<file path="src/rtl/fifo_stream_pkg.sv">
// Shared constants for the FIFO read-side stream stage.
//   BUF_DEPTH : number of output buffer entries (fixed at 2)
//   CNT_W     : width of the buffer occupancy count (0..2)
package fifo_stream_pkg;

  localparam int BUF_DEPTH = 2;
  localparam int CNT_W     = 2;

endpackage

</file>
<file path="src/rtl/fifo_stream_drain_buf2.sv">
// stream_buf2: 2-entry ordered buffer. buf0 is the head, buf1 the second word.
// Ports:
//   clk, rst        clock, asynchronous active-low reset
//   push, push_data write a new word (appended behind any held words)
//   pop             remove the head word
//   head            current head word (buf0)
//   count           number of words held (0..2)
module stream_buf2
  import fifo_stream_pkg::*;
#(
  parameter int DATA_WIDTH = 8
) (
  input  logic                  clk,
  input  logic                  rst,
  input  logic                  push,
  input  logic [DATA_WIDTH-1:0] push_data,
  input  logic                  pop,
  output logic [DATA_WIDTH-1:0] head,
  output logic [CNT_W-1:0]      count
);

  logic [DATA_WIDTH-1:0] r_buf0;
  logic [DATA_WIDTH-1:0] r_buf1;
  logic [CNT_W-1:0]      r_count;

  // Ordered buffer update: a pop shifts buf1 forward, a push lands behind the
  // last held word so FIFO order is preserved.
  always_ff @(posedge clk or negedge rst) begin
    if (!rst) begin
      r_buf0  <= {DATA_WIDTH{1'b0}};
      r_buf1  <= {DATA_WIDTH{1'b0}};
      r_count <= {CNT_W{1'b0}};
    end else begin
      case ({push, pop})
        2'b10: begin
          if (r_count == CNT_W'(0)) begin
            r_buf0 <= push_data;
          end else begin
            r_buf1 <= push_data;
          end
          r_count <= r_count + CNT_W'(1);
        end
        2'b01: begin
          r_buf0  <= r_buf1;
          r_count <= r_count - CNT_W'(1);
        end
        2'b11: begin
          // Count is unchanged; with two held words the new word goes behind buf1.
          if (r_count == CNT_W'(2)) begin
            r_buf0 <= r_buf1;
            r_buf1 <= push_data;
          end else begin
            r_buf0 <= push_data;
          end
        end
        default: begin
          r_count <= r_count;
        end
      endcase
    end
  end

  assign head  = r_buf0;
  assign count = r_count;

endmodule

</file>
<file path="src/rtl/fifo_stream_drain_chk.sv">
// Checker for the output buffer: a push into a full buffer without a
// simultaneous pop would overwrite a held word and must never happen.
// Ports: clk, rst (active-low), push, pop, count (buffer occupancy).
module fifo_stream_drain_chk
  import fifo_stream_pkg::*;
(
  input logic             clk,
  input logic             rst,
  input logic             push,
  input logic             pop,
  input logic [CNT_W-1:0] count
);

  // Overfill check, sampled on every active edge outside reset.
  always @(posedge clk) begin
    if (rst) begin
      a_no_overfill: assert (!(push && !pop && (count == CNT_W'(BUF_DEPTH))));
    end
  end

endmodule

</file>
<file path="src/rtl/fifo_stream_drain.sv">
// fifo_stream_drain: read-side stage after a synchronous FIFO with 1-cycle
// registered read latency. Issues FIFO reads against buffer credit and
// re-presents the words as a valid/ready stream without bubbles.
// Ports:
//   clk          clock
//   rst          asynchronous active-low reset
//   fifo_empty   FIFO empty flag
//   fifo_r_en    FIFO read enable (one pop per high cycle)
//   fifo_r_data  FIFO read data, valid one cycle after fifo_r_en
//   m_valid      stream valid
//   m_ready      stream ready
//   m_data       stream data (buffer head)
//   buf_count    words held in the output buffer (0..2)
module fifo_stream_drain
  import fifo_stream_pkg::*;
#(
  parameter int DATA_WIDTH = 8
) (
  input  logic                  clk,
  input  logic                  rst,
  input  logic                  fifo_empty,
  output logic                  fifo_r_en,
  input  logic [DATA_WIDTH-1:0] fifo_r_data,
  output logic                  m_valid,
  input  logic                  m_ready,
  output logic [DATA_WIDTH-1:0] m_data,
  output logic [CNT_W-1:0]      buf_count
);

  logic                  r_run;
  logic                  r_rd_pend;
  logic                  w_pop;
  logic [CNT_W:0]        w_credit;
  logic [CNT_W-1:0]      w_count;
  logic [DATA_WIDTH-1:0] w_head;

  // Reset release is taken on a clock edge, so reads start one cycle after rst rises.
  always_ff @(posedge clk or negedge rst) begin
    if (!rst) begin
      r_run <= 1'b0;
    end else begin
      r_run <= 1'b1;
    end
  end

  // A read issued this cycle delivers its word on the next cycle.
  always_ff @(posedge clk or negedge rst) begin
    if (!rst) begin
      r_rd_pend <= 1'b0;
    end else begin
      r_rd_pend <= fifo_r_en;
    end
  end

  assign m_valid   = (w_count != CNT_W'(0));
  assign m_data    = w_head;
  assign buf_count = w_count;

  // Read issue: held words plus the in-flight word, less this cycle's pop,
  // must leave a free slot. Includes m_ready so a draining buffer keeps
  // reading back-to-back.
  always_comb begin
    w_pop    = m_valid & m_ready;
    w_credit = {1'b0, w_count} + {{CNT_W{1'b0}}, r_rd_pend} - {{CNT_W{1'b0}}, w_pop};
    if (r_run && !fifo_empty && (w_credit < (CNT_W+1)'(BUF_DEPTH))) begin
      fifo_r_en = 1'b1;
    end else begin
      fifo_r_en = 1'b0;
    end
  end

  // Only a pending read writes the buffer, so stale read data is never captured.
  stream_buf2 #(
    .DATA_WIDTH(DATA_WIDTH)
  ) u_buf (
    .clk      (clk),
    .rst      (rst),
    .push     (r_rd_pend),
    .push_data(fifo_r_data),
    .pop      (w_pop),
    .head     (w_head),
    .count    (w_count)
  );

  fifo_stream_drain_chk u_chk (
    .clk  (clk),
    .rst  (rst),
    .push (r_rd_pend),
    .pop  (w_pop),
    .count(w_count)
  );

endmodule
</file>
<file path="config.mk">
export PLATFORM = sky130hd
export DESIGN_NAME = fifo_stream_drain
export DESIGN_NICKNAME = d
export VERILOG_FILES = /design/src/rtl/fifo_stream_pkg.sv /design/src/rtl/fifo_stream_drain_buf2.sv /design/src/rtl/fifo_stream_drain_chk.sv /design/src/rtl/fifo_stream_drain.sv
export SDC_FILE = /design/constraint.sdc
export NUM_CORES = 1
export LEC_CHECK = 0
export CAP_MARGIN = 20
export CORE_ASPECT_RATIO = 0.9
export CORE_MARGIN = 2
export CORE_UTILIZATION = 30
export CTS_CLUSTER_DIAMETER = 80
export CTS_CLUSTER_SIZE = 16
export DETAILED_ROUTE_END_ITERATION = 8
export DONT_BUFFER_PORTS = 1
export GPL_ROUTABILITY_DRIVEN = 0
export GPL_TIMING_DRIVEN = 0
export PLACE_DENSITY = 0.51
export SYNTH_ARGS = -nofsm -noshare
export SYNTH_HDL_FRONTEND = slang
export SYNTH_SLANG_ARGS = --single-unit
</file>
<file path="constraint.sdc">
create_clock -name clk -period 2.2 [get_ports clk]
set_input_delay 0.44 -clock clk [delete_from_list [all_inputs] [get_ports clk]]
set_output_delay 0.44 -clock clk [all_outputs]
set_load 0.02 [all_outputs]
</file>
==> key figures, run 1 <==
Yosys
  • Ys Warns: 0
  • Syn Std Cell Area: 970.9 µm²
  • Synth cell types: 32
  • Yosys top cell by area: dfrtp_1
  • Leading post-synthesis cells by cell area: dfrtp_1, mux2_2, a221o_1
  • Post-synth EDFFs: 0
  • Synthesized instance count: 78
  • Cell with the most instances after synthesis: dfrtp_1
  • Post-synth top area share: 51.55%
  • Register area share after synthesis: between 50% and 60%
  • Ys flop type: dfrtp_1
  • Fraction of registers with async set/reset: between 90% and 100%
  • Synth cell count leaders: dfrtp_1, mux2_2, a221o_1, and3_1
  • Avg Inst Size Synth: about 12 µm²
  • FF+latch count, synth: 20
  • Syn nets: 91

Place
  • Hpwl dp: 1.344 mm
  • Buffers on Ports: 0
  • # placed instances: 120

Flow run
  • Max Cap Violations: 0

Floorplan
  • Die area: 0.003708 mm²
  • Core ar.: ~0.0031 mm²
  • Die Wd: 63.97 µm
  • Initial Util: 31.66%
  • # IOs: 24
  • Std-Cell Rows: 19
  • Die H: 57.97 µm

Global route
  • GRT busiest layer: met2
  • Antenna violations before repair: 0
  • Largest net degree at the start of global routing: 21
  • First-pass GRT wire length: 3.367 mm
  • GR Layer Usage met1: between 10 and 15%
  • Met3 Use GR: just over 4%
  • Vias in the first global route: 693
  • Remaining Overflow, GRT: 0
  • Total GRT Usage: between 10% and 20%
  • GR Util met2: between 10% and 20%

Setup path
  • CP Data Required Time: 1.76 ns
  • Reg2Reg Depth: 5
  • Critical path, cell by cell: buf_6 -> and3b_2 -> a21oi_2 -> or2b_1 -> fa_2 -> nand2_2 -> nor3_4
  • CP Launch Type: flip-flop
  • CP max-delay cell: fa_2
  • Crit path arrival time: around 2.3 ns
  • Worst R2R End: u_buf.head[3]
  • CP Class: reg2out
  • CP endpoint kind: output pin
  • Reg-to-reg startpoint: u_buf.count[0]
  • Family with the most delay on the worst path: simple AND/OR/NAND/NOR gates
  • Worst reg-to-reg setup slack: around 0.060 ns
  • CP max stage delay: between 0.5 and 0.6 ns
  • Critical path buffers and inverters: 1
  • Crit Path Max Fanout: 3

STA
  • Headroom to the max-slew limit: 39.94%
  • Period utilization: 123.1%
  • Endpoints failing setup: 1
  • Worst Tran Pin Value: 0.8979 ns
  • RSZ-0062 raised after global routing: yes
  • Worst Clk Skew: about 0.0061 ns
  • Max Slew Vio Count: 0
  • Top achievable clock speed: ~370 MHz
  • Worst setup margin: -0.5085 ns
  • Post-Route Setup TNS: -0.5085 ns
  • Final Hold Vio Count: 0
  • Tmin final: about 2.7 ns

Final layout
  • Share of cells above drive strength 1: between 30% and 40%
  • Post-Layout Cell Count: between 100 and 150
  • N_diodes: 0
  • Layout Area Growth over Synthesis: 16.62%
  • Register area: approximately 500 µm²
  • Fillers: between 200 and 300
  • Multi-input gate area: ~440 µm²
  • Nets: a little under 100
  • Fin util: 36.92%

Clock tree
  • Clock sinks: 20
  • Clk pin slew, worst setup/hold paths: 0.11 ns
  • Max clock buf depth: 2
  • Root Driver: clkbuf_4
  • H-tree Lvls: 1
  • CTS tree: done
  • Worst skew pair latency: between 0.3 and 0.4 ns
  • Clock buffer count from CTS: 3

Detailed routing
  • DR vias: ~640
  • Vias per cell: slightly above 5
  • WL/cell: 15.29 µm
  • Number of routed nets with antenna violations: 0
  • DR pass1 iterations: 4
  • DRT Wirelength: a little under 2 mm
  • # DRC: 0
  • Initial drt markers: 25

Pwr
  • Clock network power share: a little under a fifth
  • Comb power frac: a little over a third
  • Register share of total power: a little under half
  • PwrDens: 1432 mW/mm²
  • Maximum vdd drop: about 350 µV
  • P_leak: 0.5154 nW
  • Pint: between 0.001 and 0.0015 W
  • NetSw: 0.0005973 W
  • Switching Share: a little under two fifths

Status
  • Violated checks: setup timing
  • Outcome: finished with violations

Hold path
  • Hold crit path type: in2reg
  • Sink of the worst hold path: r_rd_pend
  • Worst Hold Depth: 1
  • Worst hold start: fifo_empty
==> cells in the final DEF, fill, tap and decap left out, types with 2 or more instances in the layout <==
master | netlist | final
dfrtp_1 | 20 | 18
mux2_2 | 8 | 8
and3_1 | 6 | 6
a221o_1 | 6 | 6
buf_6 | 3 | 4
inv_1 | 3 | 3
clkbuf_4 | 0 | 3
nor3b_1 | 2 | 2
a22oi_1 | 2 | 2
a21oi_1 | 3 | 2
buf_4 | 0 | 2
dfrtp_2 | 0 | 2
==> worst max-delay path by stage <==
stage	cells after the start	startpoint	slack, ns	to
floorplan	7	u_buf.count[0]	-0.17	fifo_r_en
global placement	7	u_buf.count[0]	-0.22	fifo_r_en
detailed placement	7	u_buf.count[0]	-0.24	fifo_r_en
CTS	7	u_buf.count[0]	-0.57	fifo_r_en
global route	7	u_buf.count[0]	-0.62	fifo_r_en
finish	7	u_buf.count[0]	-0.51	fifo_r_en
==> routing by layer <==
layer / vias to the layer above / share of wire [%]
li1: 301 / -
met1: 324 / 44
met2: 12 / 48
met3: 4 / 5.7
met4: 0 / 2.1
met5: - / 0
==> kinds of logic (layout without fill, tap and decap cells) <==
group	count (synthesis)	in the layout	synth area share, %
xor gates and xnor gates	2	2	1.804
muxes	9	9	10.31
AOI/OAI and AO/OA	17	17	14.18
DFF	20	20	51.55
buffers and inverters	8	15	5.540
other	1	1	0.3862
and+or+nand+nor	20	20	14.18
adders and majority gates	1	1	2.062
==> area by class of cell <==
class                   count  area share, %
plain buffers               5          4.420
repair buffers              3          2.210
well taps                  42          4.641
clock buffers               3          1.989
inverters                   3         0.9945
flip-flops and latches     20          44.42
clock inverters             1          2.652
multi-input cells          50          38.67
==> state kept, by name (all words and copies together), names as in the netlist <==
register      count
u_buf.head        8
u_buf.count       2
r_rd_pend         1
u_buf.r_buf1      8
r_run             1
==> power by group through the flow <==
stage	clock network (W)	registers [W]	logic, W
after floorplan	0	0.000722	0.000469
after global placement	0	0.000748	0.000542
after detailed placement	0	0.000757	0.000552
after CTS	0.000310	0.000748	0.000578
after global routing	0.000333	0.000766	0.000641
final	0.000306	0.000743	0.000573
==> per-stage QoR <==
stage / cell area, µm² / hold WS [ns] / total power [W] / setup slack, ns
final: 1132 / 0.2023 / 0.001622 / -0.5085
after global routing: 1132 / 0.1835 / 0.001740 / -0.6165
after CTS: 1131 / 0.1917 / 0.001636 / -0.5706
after detailed placement: 1054 / 0.1449 / 0.001309 / -0.2355
after global placement: 1054 / 0.1448 / 0.001290 / -0.2197
after floorplan: 1001 / 0.1444 / 0.001191 / -0.1680
==> repair_timing <==
action                                  in CTS  in global routing
endpoints found under the setup margin       1                  9
resized for setup                            0                  2
setup buffers                                2                  0
pin swaps                                    1                  1
cloned                                       0                  0
hold endpoints to repair                    20                  0
hold buffers                                 1                  0
(Power assumes the default switching activity.)
==> run 2: changes to the inputs <==
- CORE_ASPECT_RATIO: 0.9 -> not set
==> run 2 against run 1 <==
  * The flow still finishes with violations (setup timing)
  * Sequential power increased by 0.9%
  * Power up 0.48%
  * Utilization decreased by 0.054 points
  * Combinational power barely moved
  * Register-to-register slack improved by 0.02 ns
  * Routed wire length up 6.3%
  * Critical path depth unchanged
  * Largest cell class unchanged
  * Sequential cell count unchanged
  * Non-clock buffer count is the same
  * Via count is 2.3% higher
  * Clock-buffer cell count did not move
  * Critical path type unchanged
==> key figures, run 2 (synthesized netlist as in run 1, its figures left out) <==
Setup path
  • CP Data Required Time: 1.76 ns (about the same)
  • Worst reg-to-reg setup slack: 0.08 ns (was 0.06 ns)
  • CP max stage delay: 0.53 ns (about the same)
  • CP endpoint kind: output pin (unchanged)
  • Crit path arrival time: 2.29 ns (was 2.27 ns)
  • Reg-to-reg startpoint: u_buf.count[0] (unchanged)
  • CP Launch Type: flip-flop (unchanged)
  • CP Class: reg2out (unchanged)
  • Reg2Reg Depth: 5 (unchanged)
  • Setup crit end: fifo_r_en (unchanged)
  • CP max-delay cell: fa_2 (unchanged)
  • Crit Path Max Fanout: 3 (unchanged)
  • Critical path, cell by cell: buf_6 -> and3b_2 -> a21oi_2 -> or2b_1 -> fa_2 -> nand2_2 -> nor3_4 (unchanged)
  • Crit. Startpoint: u_buf.count[0] (unchanged)
  • Worst R2R End: u_buf.head[5] (was u_buf.head[3])

STA
  • Endpoints failing setup: 1 (unchanged)
  • Headroom to the max-slew limit: 39.95% (was 39.94%)
  • Period utilization: 124.0% (was 123.1%)
  • Worst Clk Skew: 0.006085 ns (was 0.006069 ns)
  • Tmin final: 2.727 ns (was 2.708 ns)
  • Worst Tran Pin Value: 0.8978 ns (was 0.8979 ns)
  • Top achievable clock speed: 366.7 MHz (was 369.2 MHz)
  • Max Slew Vio Count: 0 (unchanged)
  • Worst setup margin: -0.5271 ns (was -0.5085 ns)
  • RSZ-0062 raised after global routing: yes (unchanged)
  • Final Hold Vio Count: 0 (unchanged)

Final layout
  • Register area: 503.0 µm² (unchanged)
  • Most frequent cells in the layout: dfrtp_1, mux2_2, and3_1, a221o_1, buf_6 (unchanged)
  • Layout Area Growth over Synthesis: 16.88% (was 16.62%)
  • N_diodes: 0 (unchanged)
  • Share of cells above drive strength 1: 36.47% (unchanged)
  • Nets: 99 (unchanged)
  • Commonest non-fill, non-tap cell in the layout: dfrtp_1 (unchanged)
  • Multi-input gate area: 437.9 µm² (unchanged)
  • Fillers: 312 (was 287)
  • Fin area: 0.001135 mm² (was 0.001132 mm²)

Clock tree
  • H-tree Lvls: 1 (unchanged)
  • Max clock buf depth: 2 (unchanged)
  • Clock buffer count from CTS: 3 (unchanged)
  • Clock sinks: 20 (unchanged)
  • CTS tree: done (unchanged)
  • Worst skew pair latency: 0.31 ns (about the same)
  • Root Driver: clkbuf_4 (unchanged)
  • Clk pin slew, worst setup/hold paths: 0.12 ns (was 0.11 ns)

Pwr
  • P_leak: 0.5153 nW (was 0.5154 nW)
  • PwrDens: 1436 mW/mm² (was 1432 mW/mm²)
  • Maximum vdd drop: 542.5 µV (was 346.9 µV)

Detailed routing
  • DRT Wirelength: 2.065 mm (was 1.942 mm)
  • Vias per cell: 5.085 (was 5.047)
  • # DRC: 0 (unchanged)
  • Number of routed nets with antenna violations: 0 (unchanged)
  • DR vias: 656 (was 641)
  • Initial drt markers: 18 (was 25)
  • DR pass1 iterations: 4 (unchanged)
  • WL/cell: 16.01 µm (was 15.29 µm)

Global route
  • Antenna violations before repair: 0 (unchanged)
  • Remaining Overflow, GRT: 0 (unchanged)
  • Vias in the first global route: 741 (was 693)
  • Largest net degree at the start of global routing: 21 (unchanged)
  • First-pass GRT wire length: 3.491 mm (was 3.367 mm)
  • Total GRT Usage: 13.35% (was 11.98%)

Status
  • Outcome: finished with violations (unchanged)
  • Violated checks: setup timing (unchanged)

Floorplan
  • Initial Util: 31.54% (was 31.66%)
  • Die Wd: 60.89 µm (was 63.97 µm)
  • Die area: 0.003708 mm² (about the same)
  • Die H: 60.89 µm (was 57.97 µm)
  • Core ar.: 0.003078 mm² (was 0.003067 mm²)
  • Std-Cell Rows: 20 (was 19)
  • # IOs: 24 (unchanged)

Place
  • Placed inst area: 0.001056 mm² (was 0.001054 mm²)
  • Pre-CTS WS: -0.2407 ns (was -0.2355 ns)
  • Buffers on Ports: 0 (unchanged)
  • Hpwl dp: 1.398 mm (was 1.344 mm)

Flow run
  • Max Cap Violations: 0 (unchanged)

Hold path
  • Hold crit path type: in2reg (unchanged)
-- run 2: cell counts in the layout (fill, tap and decap cells not counted) --
Identical to the previous run, type by type.
-- run 2: worst max-delay path: cells and delay by family (launching register included) --
family | cells | cell delay, ns
compound gates | 1 | 0.05
fa+ha+maj | 1 | 0.53
buf+inv | 1 | 0.14
flops | 1 | 0.49
simple gates | 4 | 0.78
-- run 2: per-layer routing --
metal | up-vias | share of wire [%] | global-route usage [%]
met2 | 27 | 49 | 21.51
met3 | 4 | 10 | 7.249
met4 | 0 | 1.0 | 3.416
li1 | 301 | - | -
met5 | - | 0 | 0
met1 | 324 | 40 | 15.60
-- run 2: final cells by class --
cell class	instances	share of cell area, %
multi-input cells	50	38.59
inverters	3	0.9923
repair buffers	3	2.205
clock inverters	1	2.646
flip-flops and latches	20	44.32
clock buffers	3	1.985
well taps	44	4.851
plain buffers	5	4.410
-- run 2: worst min-delay path by stage --
stage,cells past startpoint,slack [ns],to,startpoint
3_3_place_gp,0,0.15,r_rd_pend,rst
3_5_place_dp,0,0.15,u_buf.count[0],rst
4_1_cts,1,0.18,r_rd_pend,fifo_empty
5_1_grt,1,0.16,r_rd_pend,fifo_empty
2_1_floorplan,0,0.14,r_rd_pend,rst
6_report,1,0.19,r_rd_pend,fifo_empty
-- run 2: per-stage QoR --
step | power (W) | hold WS, ns | instances | TNS [ns] | util [%]
finish | 0.001630 | 0.1913 | 129 | -0.5271 | 36.87
global route | 0.001751 | 0.1647 | 129 | -1.018 | 36.87
CTS | 0.001647 | 0.1760 | 129 | -0.6096 | 36.83
detailed placement | 0.001315 | 0.1451 | 122 | -0.2407 | 34.31
global placement | 0.001292 | 0.1451 | 122 | -0.2238 | 34.31
floorplan | 0.001191 | 0.1444 | 78 | -0.1680 | -
-- run 2: where the power goes --
part           leakage [nW]  internal, W  switching (W)
logic                 0.248     0.000305       0.000265
registers             0.239     0.000535       0.000215
clock network        0.0279     0.000184       0.000125
total                 0.515      0.00102       0.000605
-- run 2: timing repair --
item                       CTS  global route
hold buffers                 1             0
hold endpoints to repair    20             0
setup endpoints to repair    1             9
pin swaps                    1             2
gates resized for setup      0             2
setup buffers                2             0
cloned                       0             0
==> run 3: changes to the inputs <==
- CORE_UTILIZATION: 30 -> 59
- PLACE_DENSITY: 0.51 -> 0.81
- clock period: 2.2 -> 2.8 ns (I/O delays scaled with it)
==> run 3 against run 2 <==
  * The run still ends with setup timing left
  * Non-clock buffer count stayed put
  * Utilization increased by 35 points
  * First-iteration DRC count is the same
  * Design area decreased by 3.2%
  * Cell count down 22%
  * Power decreased by 22%
  * Sequential share of layout area grew 1.5 points
  * Critical path depth unchanged
  * Die area down 46%
  * Clock power shrank 25%
  * Register-to-register slack improved by 0.56 ns
==> key figures, run 3 (synthesized netlist as in run 1, its figures left out) <==
Detailed routing
  • DR WL met2: 916 µm (was 1.015 mm)
  • Max layer used: met4 (unchanged)
  • DR vias: 675 (was 656)
  • DR pass1 iterations: 4 (unchanged)
  • WL/cell: 19.04 µm (was 16.01 µm)
  • Vias per cell: 6.683 (was 5.085)
  • Metal3 WL: 125 µm (was 209 µm)
  • # DRC: 0 (unchanged)
  • Number of routed nets with antenna violations: 0 (unchanged)
  • Initial drt markers: 18 (unchanged)
  • DRT Wirelength: 1.923 mm (was 2.065 mm)
  • M1 wire length: 845 µm (was 818 µm)

Floorplan
  • Core ar.: 0.001524 mm² (was 0.003078 mm²)
  • Std-Cell Rows: 14 (was 20)
  • # IOs: 24 (unchanged)
  • Die area: 0.001986 mm² (was 0.003708 mm²)
  • Die H: 44.57 µm (was 60.89 µm)
  • Initial Util: 63.71% (was 31.54%)
  • Die Wd: 44.57 µm (was 60.89 µm)

Clock tree
  • Max clock buf depth: 2 (unchanged)
  • Clk pin slew, worst setup/hold paths: 0.11 ns (was 0.12 ns)
  • Clock buffer count from CTS: 3 (unchanged)
  • Root Driver: clkbuf_4 (unchanged)
  • CTS tree: done (unchanged)
  • H-tree Lvls: 1 (unchanged)
  • Clock sinks: 20 (unchanged)
  • Worst skew pair latency: 0.30 ns (was 0.31 ns)

Place
  • Hpwl dp: 1.320 mm (was 1.398 mm)
  • Placed inst area: 991.0 µm² (was 0.001056 mm²)
  • Buffers on Ports: 0 (unchanged)
  • Pre-CTS WS: -0.1140 ns (was -0.2407 ns)

Setup path
  • CP Data Required Time: 2.24 ns (was 1.76 ns)
  • CP endpoint kind: output pin (unchanged)
  • CP Launch Type: flip-flop (unchanged)
  • Worst R2R End: u_buf.head[2] (was u_buf.head[5])
  • CP Class: reg2out (unchanged)
  • Crit Path Max Fanout: 3 (unchanged)
  • Reg2Reg Depth: 5 (unchanged)
  • Reg-to-reg startpoint: u_buf.count[0] (unchanged)
  • CP max-delay cell: fa_2 (unchanged)
  • CP max stage delay: 0.53 ns (about the same)
  • Worst reg-to-reg setup slack: 0.64 ns (was 0.08 ns)
  • Critical path, cell by cell: buf_6 -> and3b_2 -> a21oi_2 -> or2b_1 -> fa_2 -> nand2_2 -> nor3_4 (unchanged)
  • Crit path arrival time: 2.26 ns (was 2.29 ns)

STA
  • Period utilization: 100.9%
  • Endpoints failing setup: 1 (unchanged)
  • Top achievable clock speed: around 350 MHz
  • Final Hold Vio Count: 0 (unchanged)
  • Worst Tran Pin Value: 0.8630 ns (was 0.8978 ns)
  • Worst Clk Skew: 0.004633 ns (was 0.006085 ns)
  • Max Slew Vio Count: 0 (unchanged)
  • RSZ-0062 raised after global routing: yes (unchanged)
  • Post-Route Setup TNS: -0.02472 ns (was -0.5271 ns)
  • Headroom to the max-slew limit: 42.28% (was 39.95%)
  • Worst setup margin: -0.02472 ns (was -0.5271 ns)
  • Tmin final: between 2 and 3 ns
  • Worst hold slack: 0.3318 ns (was 0.1913 ns)

Final layout
  • Commonest non-fill, non-tap cell in the layout: dfrtp_1 (unchanged)
  • Fillers: 96 (was 312)
  • Nets: 99 (unchanged)
  • Share of cells above drive strength 1: 35.29% (was 36.47%)
  • Fin area: 0.001099 mm² (was 0.001135 mm²)
  • Most frequent cells in the layout: dfrtp_1, mux2_2, and3_1, a221o_1, buf_6 (unchanged)
  • Layout Area Growth over Synthesis: 13.14% (was 16.88%)
  • N_diodes: 0 (unchanged)

Status
  • Violated checks: setup timing (unchanged)
  • Outcome: finished with violations (unchanged)

Pwr
  • NetSw: 0.0004698 W (was 0.0006054 W)
  • P_leak: 0.5122 nW (was 0.5153 nW)
  • Pint: 0.0008035 W (was 0.001024 W)
  • Switching Share: 36.89% (was 37.15%)
  • Comb power frac: 35.7% (was 35.0%)
  • Register share of total power: 46.0% (about the same)
  • PwrDens: 1159 mW/mm² (was 1436 mW/mm²)
  • Clock network power share: 18.3% (was 19.0%)
  • Overall power: 0.001273 W (was 0.001630 W)
  • Maximum vdd drop: 709.8 µV (was 542.5 µV)

Hold path
  • Hold crit path type: in2reg (unchanged)
  • Sink of the worst hold path: r_rd_pend (unchanged)
  • Worst Hold Depth: 1 (unchanged)
  • Worst hold start: fifo_empty (unchanged)

Flow run
  • Max Cap Violations: 0 (unchanged)

Global route
  • Total GRT Usage: 23.09% (was 13.35%)
  • Vias in the first global route: 690 (was 741)
  • Largest net degree at the start of global routing: 21 (unchanged)
  • Remaining Overflow, GRT: 0 (unchanged)
  • First-pass GRT wire length: 3.222 mm (was 3.491 mm)
  • Antenna violations before repair: 0 (unchanged)
[run 3: power groups by stage]
stage                     Combinational (W)  Clock [W]  Sequential (W)
after floorplan                    0.000348          0        0.000563
after CTS                          0.000452   0.000235        0.000587
after global placement             0.000392          0        0.000580
final                              0.000454   0.000233        0.000586
after detailed placement           0.000411          0        0.000589
after global routing               0.000501   0.000248        0.000599
[run 3: worst max-delay path, delay by kind of cell (launching register included)]
kind	cells	cell delay [ns]
AO/OA/AOI/OAI	1	0.05
adder cells (fa/ha/maj)	1	0.53
buffers and inverters	1	0.14
flip-flops	1	0.48
AND/OR/NAND/NOR	4	0.77
[run 3: what timing repair did]
| item | in CTS | in global routing |
|---|---|---|
| hold buffers | 1 | 0 |
| pin swaps | 2 | 0 |
| gates resized for setup | 10 | 0 |
| setup buffers | 2 | 0 |
| hold endpoints to repair | 20 | 0 |
| gates cloned | 0 | 0 |
| setup endpoints to repair | 1 | 1 |
[run 3: how the worst max path moves through the flow]
| stage | startpoint | end | slack (ns) |
|---|---|---|---|
| 2_1_floorplan | u_buf.count[0] | fifo_r_en | 0.01 |
| 3_3_place_gp | u_buf.count[0] | fifo_r_en | -0.08 |
| 3_5_place_dp | u_buf.count[0] | fifo_r_en | -0.11 |
| 4_1_cts | u_buf.count[0] | fifo_r_en | -0.02 |
| 5_1_grt | u_buf.count[0] | fifo_r_en | -0.13 |
| 6_report | u_buf.count[0] | fifo_r_en | -0.02 |
[run 3: cell type report]
| cell class | count | area, µm² | share of cell area, % |
|---|---|---|---|
| Tap cell | 16 | 20.02 | 1.822 |
| Multi-Input combinational cell | 50 | 437.9 | 39.86 |
| Inverter | 3 | 11.26 | 1.025 |
| Timing Repair Buffer | 3 | 25.02 | 2.278 |
| Sequential cell | 20 | 503.0 | 45.79 |
| Buffer | 5 | 48.80 | 4.442 |
| Clock buffer | 3 | 22.52 | 2.050 |
| Clock inverter | 1 | 30.03 | 2.733 |
[run 3: metal layers]
layer / vias up / GRT usage [%]
li1: 304 / -
met1: 339 / 30.13
met2: 25 / 34.78
met3: 7 / 6.939
met4: 0 / 11.52
met5: - / 0
[run 3: through the flow]
step                instances  utilization [%]
floorplan                  78                -
global placement           94            65.02
detailed placement         94            65.02
CTS                       101            72.09
global route              101            72.09
finish                    101            72.09
